[src/rtl/hilo_pkg.sv]
// Shared types and constants for the HI/LO register unit.
// The divider is compiled in only when HILO_DIV_EN is defined.
package hilo_pkg;

   localparam int unsigned HILO_WIDTH = 32;

   typedef enum logic [2:0] {
      OP_NOP      = 3'd0,
      OP_MUL_WR   = 3'd1,
      OP_MADD_ACC = 3'd2,
      OP_MTHI     = 3'd3,
      OP_MTLO     = 3'd4,
      OP_DIV      = 3'd5,
      OP_DIVU     = 3'd6,
      OP_RSVD     = 3'd7
   } hilo_op_t;

   typedef enum logic [1:0] {
      ST_IDLE = 2'd0,
      ST_DIV  = 2'd1,
      ST_FIX  = 2'd2
   } hilo_state_t;

   // Signed-division overflow corner: INT_MIN / -1 yields INT_MIN, remainder 0
   localparam logic [HILO_WIDTH-1:0] HILO_INT_MIN = {1'b1, {(HILO_WIDTH-1){1'b0}}};
   localparam logic [HILO_WIDTH-1:0] HILO_NEG_ONE = '1;

endpackage

[src/rtl/hilo_divider.sv]
// Unsigned restoring divider core: one quotient bit per step, MSB first.
// Instantiated by hilo_unit only when HILO_DIV_EN is defined.
module hilo_divider
   import hilo_pkg::*;
#(
   parameter int unsigned WIDTH = HILO_WIDTH
) (
   input  logic             clk,
   input  logic             rst_n,
   input  logic             i_start,
   input  logic             i_step,
   input  logic [WIDTH-1:0] i_dividend,
   input  logic [WIDTH-1:0] i_divisor,
   output logic [WIDTH-1:0] o_quo,
   output logic [WIDTH-1:0] o_rem,
   output logic             o_last_c
);

   localparam int unsigned CW = $clog2(WIDTH);

   logic [WIDTH-1:0] r_rem;
   logic [WIDTH-1:0] r_quo;
   logic [WIDTH-1:0] r_dvs;
   logic [CW-1:0]    r_cnt;

   logic [WIDTH:0]   w_shift;
   logic [WIDTH:0]   w_trial;

   // Quotient register doubles as the dividend shifter
   assign w_shift = {r_rem, r_quo[WIDTH-1]};
   assign w_trial = w_shift - {1'b0, r_dvs};

   always_ff @(posedge clk or negedge rst_n) begin
      if (!rst_n) begin
         r_rem <= '0;
         r_quo <= '0;
         r_dvs <= '0;
         r_cnt <= '0;
      end else if (i_start) begin
         r_rem <= '0;
         r_quo <= i_dividend;
         r_dvs <= i_divisor;
         r_cnt <= '0;
      end else if (i_step) begin
         if (w_trial[WIDTH]) begin
            r_rem <= w_shift[WIDTH-1:0];
            r_quo <= {r_quo[WIDTH-2:0], 1'b0};
         end else begin
            r_rem <= w_trial[WIDTH-1:0];
            r_quo <= {r_quo[WIDTH-2:0], 1'b1};
         end
         r_cnt <= r_cnt + CW'(1);
      end
   end

   assign o_quo    = r_quo;
   assign o_rem    = r_rem;
   assign o_last_c = i_step && (r_cnt == CW'(WIDTH-1));

endmodule

[src/rtl/hilo_unit.sv]
// Architectural HI/LO pair: MUL write, multiply-accumulate, MTHI/MTLO and
// an optional multi-cycle signed/unsigned divider (define HILO_DIV_EN).
module hilo_unit
   import hilo_pkg::*;
#(
   parameter int unsigned WIDTH = HILO_WIDTH
) (
   input  logic             clk,
   input  logic             rst_n,
   input  logic             op_valid,
   input  logic [2:0]       op,
   input  logic [WIDTH-1:0] alu_hi,
   input  logic [WIDTH-1:0] alu_lo,
   input  logic [WIDTH-1:0] rs_val,
   input  logic [WIDTH-1:0] rt_val,
   output logic             ready,
   output logic             busy,
   output logic             done,
   output logic             div_by_zero,
   output logic [WIDTH-1:0] hi,
   output logic [WIDTH-1:0] lo
);

   localparam int unsigned DW = 2 * WIDTH;

   hilo_op_t         w_op;
   logic             w_is_div;
   logic [DW-1:0]    w_acc;
   logic [WIDTH-1:0] w_sc_hi;
   logic [WIDTH-1:0] w_sc_lo;
   logic             w_sc_done;
   logic [WIDTH-1:0] w_hi_nxt;
   logic [WIDTH-1:0] w_lo_nxt;
   logic             w_done_nxt;

   logic [WIDTH-1:0] r_hi;
   logic [WIDTH-1:0] r_lo;
   logic             r_done;

   assign w_op     = hilo_op_t'(op);
   assign w_is_div = (w_op == OP_DIV) || (w_op == OP_DIVU);
   assign w_acc    = {r_hi, r_lo} + {alu_hi, alu_lo};

   // Single-cycle command decode, shared by both builds
   always_comb begin
      w_sc_hi   = r_hi;
      w_sc_lo   = r_lo;
      w_sc_done = 1'b0;
      case (w_op)
         OP_MUL_WR: begin
            w_sc_hi   = alu_hi;
            w_sc_lo   = alu_lo;
            w_sc_done = 1'b1;
         end
         OP_MADD_ACC: begin
            {w_sc_hi, w_sc_lo} = w_acc;
            w_sc_done          = 1'b1;
         end
         OP_MTHI: begin
            w_sc_hi   = rs_val;
            w_sc_done = 1'b1;
         end
         OP_MTLO: begin
            w_sc_lo   = rs_val;
            w_sc_done = 1'b1;
         end
         default: ;
      endcase
   end

`ifdef HILO_DIV_EN
   hilo_state_t      r_state;
   hilo_state_t      w_state_nxt;
   logic             r_busy;
   logic             r_dbz;
   logic             r_neg_q;
   logic             r_neg_r;
   logic             w_busy_nxt;
   logic             w_dbz_nxt;
   logic             w_start;
   logic             w_step;
   logic             w_accept;
   logic             w_signed;
   logic             w_a_neg;
   logic             w_b_neg;
   logic [WIDTH-1:0] w_a_abs;
   logic [WIDTH-1:0] w_b_abs;
   logic [WIDTH-1:0] w_quo;
   logic [WIDTH-1:0] w_rem;
   logic [WIDTH-1:0] w_q_fix;
   logic [WIDTH-1:0] w_r_fix;
   logic             w_last_c;

   assign w_accept = op_valid && !r_busy;
   assign w_signed = (w_op == OP_DIV);
   assign w_a_neg  = w_signed && rs_val[WIDTH-1];
   assign w_b_neg  = w_signed && rt_val[WIDTH-1];
   assign w_a_abs  = w_a_neg ? (~rs_val + WIDTH'(1)) : rs_val;
   assign w_b_abs  = w_b_neg ? (~rt_val + WIDTH'(1)) : rt_val;

   // Quotient truncates toward zero; remainder follows the dividend's sign
   assign w_q_fix  = r_neg_q ? (~w_quo + WIDTH'(1)) : w_quo;
   assign w_r_fix  = r_neg_r ? (~w_rem + WIDTH'(1)) : w_rem;

   hilo_divider #(.WIDTH(WIDTH)) u_div (
      .clk        (clk),
      .rst_n      (rst_n),
      .i_start    (w_start),
      .i_step     (w_step),
      .i_dividend (w_a_abs),
      .i_divisor  (w_b_abs),
      .o_quo      (w_quo),
      .o_rem      (w_rem),
      .o_last_c   (w_last_c)
   );

   always_comb begin
      w_state_nxt = r_state;
      w_hi_nxt    = r_hi;
      w_lo_nxt    = r_lo;
      w_done_nxt  = 1'b0;
      w_dbz_nxt   = 1'b0;
      w_busy_nxt  = r_busy;
      w_start     = 1'b0;
      w_step      = 1'b0;
      case (r_state)
         ST_IDLE: begin
            if (w_accept) begin
               w_hi_nxt   = w_sc_hi;
               w_lo_nxt   = w_sc_lo;
               w_done_nxt = w_sc_done;
               if (w_is_div) begin
                  if (rt_val == '0) begin
                     w_done_nxt = 1'b1;
                     w_dbz_nxt  = 1'b1;
                  end else begin
                     w_start     = 1'b1;
                     w_busy_nxt  = 1'b1;
                     w_state_nxt = ST_DIV;
                  end
               end
            end
         end
         ST_DIV: begin
            w_step = 1'b1;
            if (w_last_c) w_state_nxt = ST_FIX;
         end
         ST_FIX: begin
            w_hi_nxt    = w_r_fix;
            w_lo_nxt    = w_q_fix;
            w_done_nxt  = 1'b1;
            w_busy_nxt  = 1'b0;
            w_state_nxt = ST_IDLE;
         end
         default: w_state_nxt = ST_IDLE;
      endcase
   end

   always_ff @(posedge clk or negedge rst_n) begin
      if (!rst_n) r_state <= ST_IDLE;
      else        r_state <= w_state_nxt;
   end

   always_ff @(posedge clk or negedge rst_n) begin
      if (!rst_n) begin
         r_busy  <= 1'b0;
         r_dbz   <= 1'b0;
         r_neg_q <= 1'b0;
         r_neg_r <= 1'b0;
      end else begin
         r_busy <= w_busy_nxt;
         r_dbz  <= w_dbz_nxt;
         if (w_start) begin
            r_neg_q <= w_a_neg ^ w_b_neg;
            r_neg_r <= w_a_neg;
         end
      end
   end

   assign ready       = !r_busy;
   assign busy        = r_busy;
   assign div_by_zero = r_dbz;
`else
   logic w_unused;

   // Divides complete immediately as no-ops
   always_comb begin
      w_hi_nxt   = r_hi;
      w_lo_nxt   = r_lo;
      w_done_nxt = 1'b0;
      if (op_valid) begin
         w_hi_nxt   = w_sc_hi;
         w_lo_nxt   = w_sc_lo;
         w_done_nxt = w_sc_done || w_is_div;
      end
   end

   assign w_unused    = ^rt_val;
   assign ready       = 1'b1;
   assign busy        = 1'b0;
   assign div_by_zero = 1'b0;
`endif

   always_ff @(posedge clk or negedge rst_n) begin
      if (!rst_n) begin
         r_hi   <= '0;
         r_lo   <= '0;
         r_done <= 1'b0;
      end else begin
         r_hi   <= w_hi_nxt;
         r_lo   <= w_lo_nxt;
         r_done <= w_done_nxt;
      end
   end

   assign hi   = r_hi;
   assign lo   = r_lo;
   assign done = r_done;

endmodule
[config.mk]
export PLATFORM = sky130hd
export DESIGN_NAME = hilo_unit
export DESIGN_NICKNAME = d
export VERILOG_FILES = /design/src/rtl/hilo_pkg.sv /design/src/rtl/hilo_divider.sv /design/src/rtl/hilo_unit.sv
export SDC_FILE = /design/constraint.sdc
export NUM_CORES = 1
export LEC_CHECK = 0
export BUFFER_PORTS_ARGS = -buffer_cell sky130_fd_sc_hd__buf_2
export CAP_MARGIN = 20
export CORE_ASPECT_RATIO = 2
export CORE_MARGIN = 2
export CORE_UTILIZATION = 40
export DETAILED_ROUTE_END_ITERATION = 7
export GPL_ROUTABILITY_DRIVEN = 0
export GPL_TIMING_DRIVEN = 0
export PLACE_DENSITY = 0.73
export SLEW_MARGIN = 20
export SYNTH_ARGS = -nofsm -noshare
export SYNTH_HDL_FRONTEND = slang
export SYNTH_SLANG_ARGS = --single-unit
[constraint.sdc]
create_clock -name clk -period 3.2 [get_ports clk]
set_input_delay 0.64 -clock clk [delete_from_list [all_inputs] [get_ports clk]]
set_output_delay 0.64 -clock clk [all_outputs]
set_load 0.005 [all_outputs]
==> results.rst <==
.. list-table::
   :header-rows: 1

   * - Metric
     - Value
   * - Arrival time of data at the critical path endpoint
     - 3.35 ns
   * - CP top delay family
     - compound AO/OA/AOI/OAI gates
   * - Least-Margin Pin Slew
     - 0.879 ns
   * - Routed WL per cell
     - 20.7 um
   * - Max Freq
     - 323 MHz
   * - Met2 usage
     - 0.496
   * - First-pass GRT wire length
     - 42500 um
   * - Number of logic stages on the critical path including buffering
     - 12
   * - Clock slew at reported path FFs
     - 0.06 ns
   * - Height of the die
     - 193 um
   * - Ranking of synthesized cells by area
     - dfrtp_1, ha_1, a21oi_1, nand2_1, o21ai_0
   * - Maximum root-to-sink buffer count
     - 2
   * - Skew-Pair Late Insertion Delay
     - 0.34 ns
   * - Number of global-route vias before repair
     - 8120
   * - Clock tree from TritonCTS
     - built
   * - Area of the placeable core
     - 0.0176 mm2
   * - Synth Warn #
     - 0
   * - Initial antenna violation count
     - 1
   * - Class of the most critical setup path
     - input pin to flop
   * - Final HPWL DP
     - 22200 um
   * - Post-synthesis instance total
     - 935
   * - Number of synthesized register bits
     - 65
   * - Setup repair after global routing missed its margin
     - true
   * - FP Rows
     - 69
   * - Hold-fix buffers at CTS
     - 0
   * - Endpoint kind of the worst setup timing path
     - flop
   * - Count of flip-flops with a built-in enable after synthesis
     - 0
   * - Reported max-cap violation count
     - 0
   * - Met1 usage
     - 0.334
   * - CTS Root Buffer Type
     - clkbuf_16
   * - Largest net degree at the start of global routing
     - 34
   * - Static leakage
     - 3.93 nW
   * - Final global-route overflow total
     - 0
   * - Die width
     - 98.6 um
   * - Netlist Area Pre-Place
     - 0.00716 mm2
   * - Overall power
     - 5.07 mW
   * - WHS
     - 0.261 ns
   * - Number of vias per cell
     - 6.28
   * - DRC violations left
     - 0
   * - Top Ports
     - 202
   * - Number of fillers in the final layout
     - 1776
   * - Number of routed nets with antenna violations
     - 0
   * - Number of clock sinks
     - 65
   * - Type of element launching the critical path
     - input pin
   * - Detailed-routing iteration count for the pre-antenna-repair pass
     - 6
   * - Fraction of layout cells with a size suffix above 1
     - 0.212
   * - Share of Yosys cell area claimed by the top area cell type
     - 0.227
   * - Run status
     - completed
   * - Count of distinct cell types in the synthesized netlist
     - 79
   * - Total Nets Final
     - 1309
   * - CTS buffer count
     - 9
   * - Grt peak-use layer
     - met2
   * - Total wire length
     - 27600 um
   * - Max Transition Viols Final
     - 0
   * - Min cycle time layout
     - 3.10 ns
   * - Post-Route Utilization
     - 0.490
   * - Final clock period utilization by the worst path
     - 0.967
   * - Synthesized area per cell
     - 7.66 um2
   * - Final Skew
     - 0.00865 ns
   * - Overall global routing resource usage
     - 0.282
   * - Max H-tree Level
     - 3
   * - Number of vias after detailed routing
     - 8357
   * - Number of buffers and inverters on the critical path
     - 1
   * - Total Die Area
     - 0.0190 mm2
   * - Number of port buffers
     - 163
   * - Syn-to-layout area delta
     - 20.6%
   * - Required arrival time at the worst endpoint
     - 3.46 ns
   * - # setup viols final
     - 0
   * - Area leader, netlist
     - dfrtp_1
   * - Sequential fraction of the synthesis area
     - 0.227
   * - Critical path, cell by cell
     - buf_2 -> ha_1 -> a211oi_2 -> o211ai_2 -> a211o_1 -> o2111a_2 -> o31ai_4 -> a21oi_2 -> a41oi_2 -> xnor2_1 -> nand2_1 -> a31oi_1
   * - Routing usage on met3
     - 0.0469
   * - CP max-delay cell
     - a211o_1
   * - Most frequently used cell type in the post-synthesis netlist
     - nand2_1
   * - Worst Path Max Fanout
     - 3
   * - Min-delay worst type
     - input pin to async pin
   * - Post-synthesis async set-or-reset flop share
     - 1.00
   * - Top cells by count, synth
     - nand2_1, a21oi_1, o21ai_0
   * - Final Hold Vio Count
     - 0
   * - Most used DFF post-synth
     - dfrtp_1
   * - Biggest cell delay along the critical path
     - 0.37 ns
   * - Worst vdd ir
     - 0.000312 V
   * - Cell Pwr Density
     - 587 mW/mm2
   * - Initial detailed-routing violation count
     - 808
   * - Max transition margin
     - 0.410
   * - Starting density of the core
     - 0.406
   * - R2R cell count
     - 10
[report_power, final]
part	switching [mW]	total [mW]	internal, mW
registers	0.166	1.17	1.00
clock network	0.399	0.920	0.520
logic	1.76	2.98	1.22
[per-stage QoR]
stage	cells	area [um2]	worst slack (ns)	TNS [ns]
floorplan	936	7160	0.256	0
global placement	1312	8240	-0.538	-5.33
detailed placement	1313	8270	-0.581	-5.86
CTS	1329	8530	0.00144	0
global route	1330	8630	-0.0523	-0.0523
finish	1330	8630	0.105	0
[per-layer routing]
layer  share of wire  vias to the layer above
met3            0.10                       97
met4           0.047                        0
met5               0                        -
li1                -                     3842
met2            0.49                      527
met1            0.36                     3891
[sequential cells by signal, indices dropped and copies added, names as in the netlist]
name	count
hi	32
done	1
lo	32
[cells in the final DEF (no fill, tap or decap), types with 4 or more instances in the layout]
cell       instances
buf_2            170
nand2_1          119
a21oi_1           99
o21ai_0           82
nor2_1            77
dfrtp_1           65
ha_1              63
clkbuf_1          43
xnor2_1           36
a21o_1            32
a221oi_1          27
xor2_1            22
inv_1             18
o221ai_1          17
o21ai_1           16
nand4_1           15
or3_1             13
a31oi_1           13
nand3_1           12
clkbuf_16          9
and3_1             8
nand2b_1           8
buf_4              8
a22o_1             8
o21bai_1           7
a21oi_2            6
o211ai_1           6
o21a_1             6
nor3_1             6
nor2b_1            5
o22ai_1            5
o31ai_1            5
nor4_1             4
o31ai_4            4
a211oi_1           4
clkinv_2           4
[kinds of logic after synthesis]
| group | after synthesis | synth area share |
|---|---|---|
| compound gates | 375 | 0.349 |
| xor+xnor | 58 | 0.0710 |
| fa+ha+maj | 64 | 0.113 |
| buf+inv | 76 | 0.0433 |
| flops | 65 | 0.227 |
| mux | 4 | 0.00577 |
| other cells | 2 | 0.00105 |
| simple gates | 291 | 0.190 |
[final timing paths]
check                          start      to  slack, ns
max                        alu_lo[1]  hi[31]       0.10
min                            rst_n  hi[27]       0.26
max reg2reg                    lo[9]  hi[25]       0.11
min reg2reg                    hi[2]   hi[2]       0.51
max in group asynchronous      rst_n   lo[0]       2.37
min in group clk               hi[2]   hi[2]       0.51
[what timing repair did]
action                                  CTS  global route
endpoints found under the setup margin    3            21
resized for setup                         2            18
setup buffers                             0             3
pin swaps                                 0             4
endpoints found under the hold margin     0             0
[worst register-to-register path, stage by stage, from the launching register on]
cell and delay [ns]:
dfrtp_1 0.40, ha_1 0.41, o21a_2 0.18, o211ai_2 0.12
a211o_1 0.35, a311oi_2 0.34, nor3_4 0.12, nor3b_4 0.29
nor3b_2 0.11, or4_1 0.47, and3_1 0.19
[cell type report]
type                    count  area [um2]  area share
multi-input cells         795        5320       0.616
flip-flops and latches     65        1630       0.188
repair buffers            167         861      0.0997
well taps                 213         267      0.0309
clock buffers              12         236      0.0274
plain buffers              55         231      0.0268
inverters                  18        67.6     0.00783
clock inverters             4        20.0     0.00232
diodes                      1        2.50    0.000290
(Power assumes the default switching activity.)
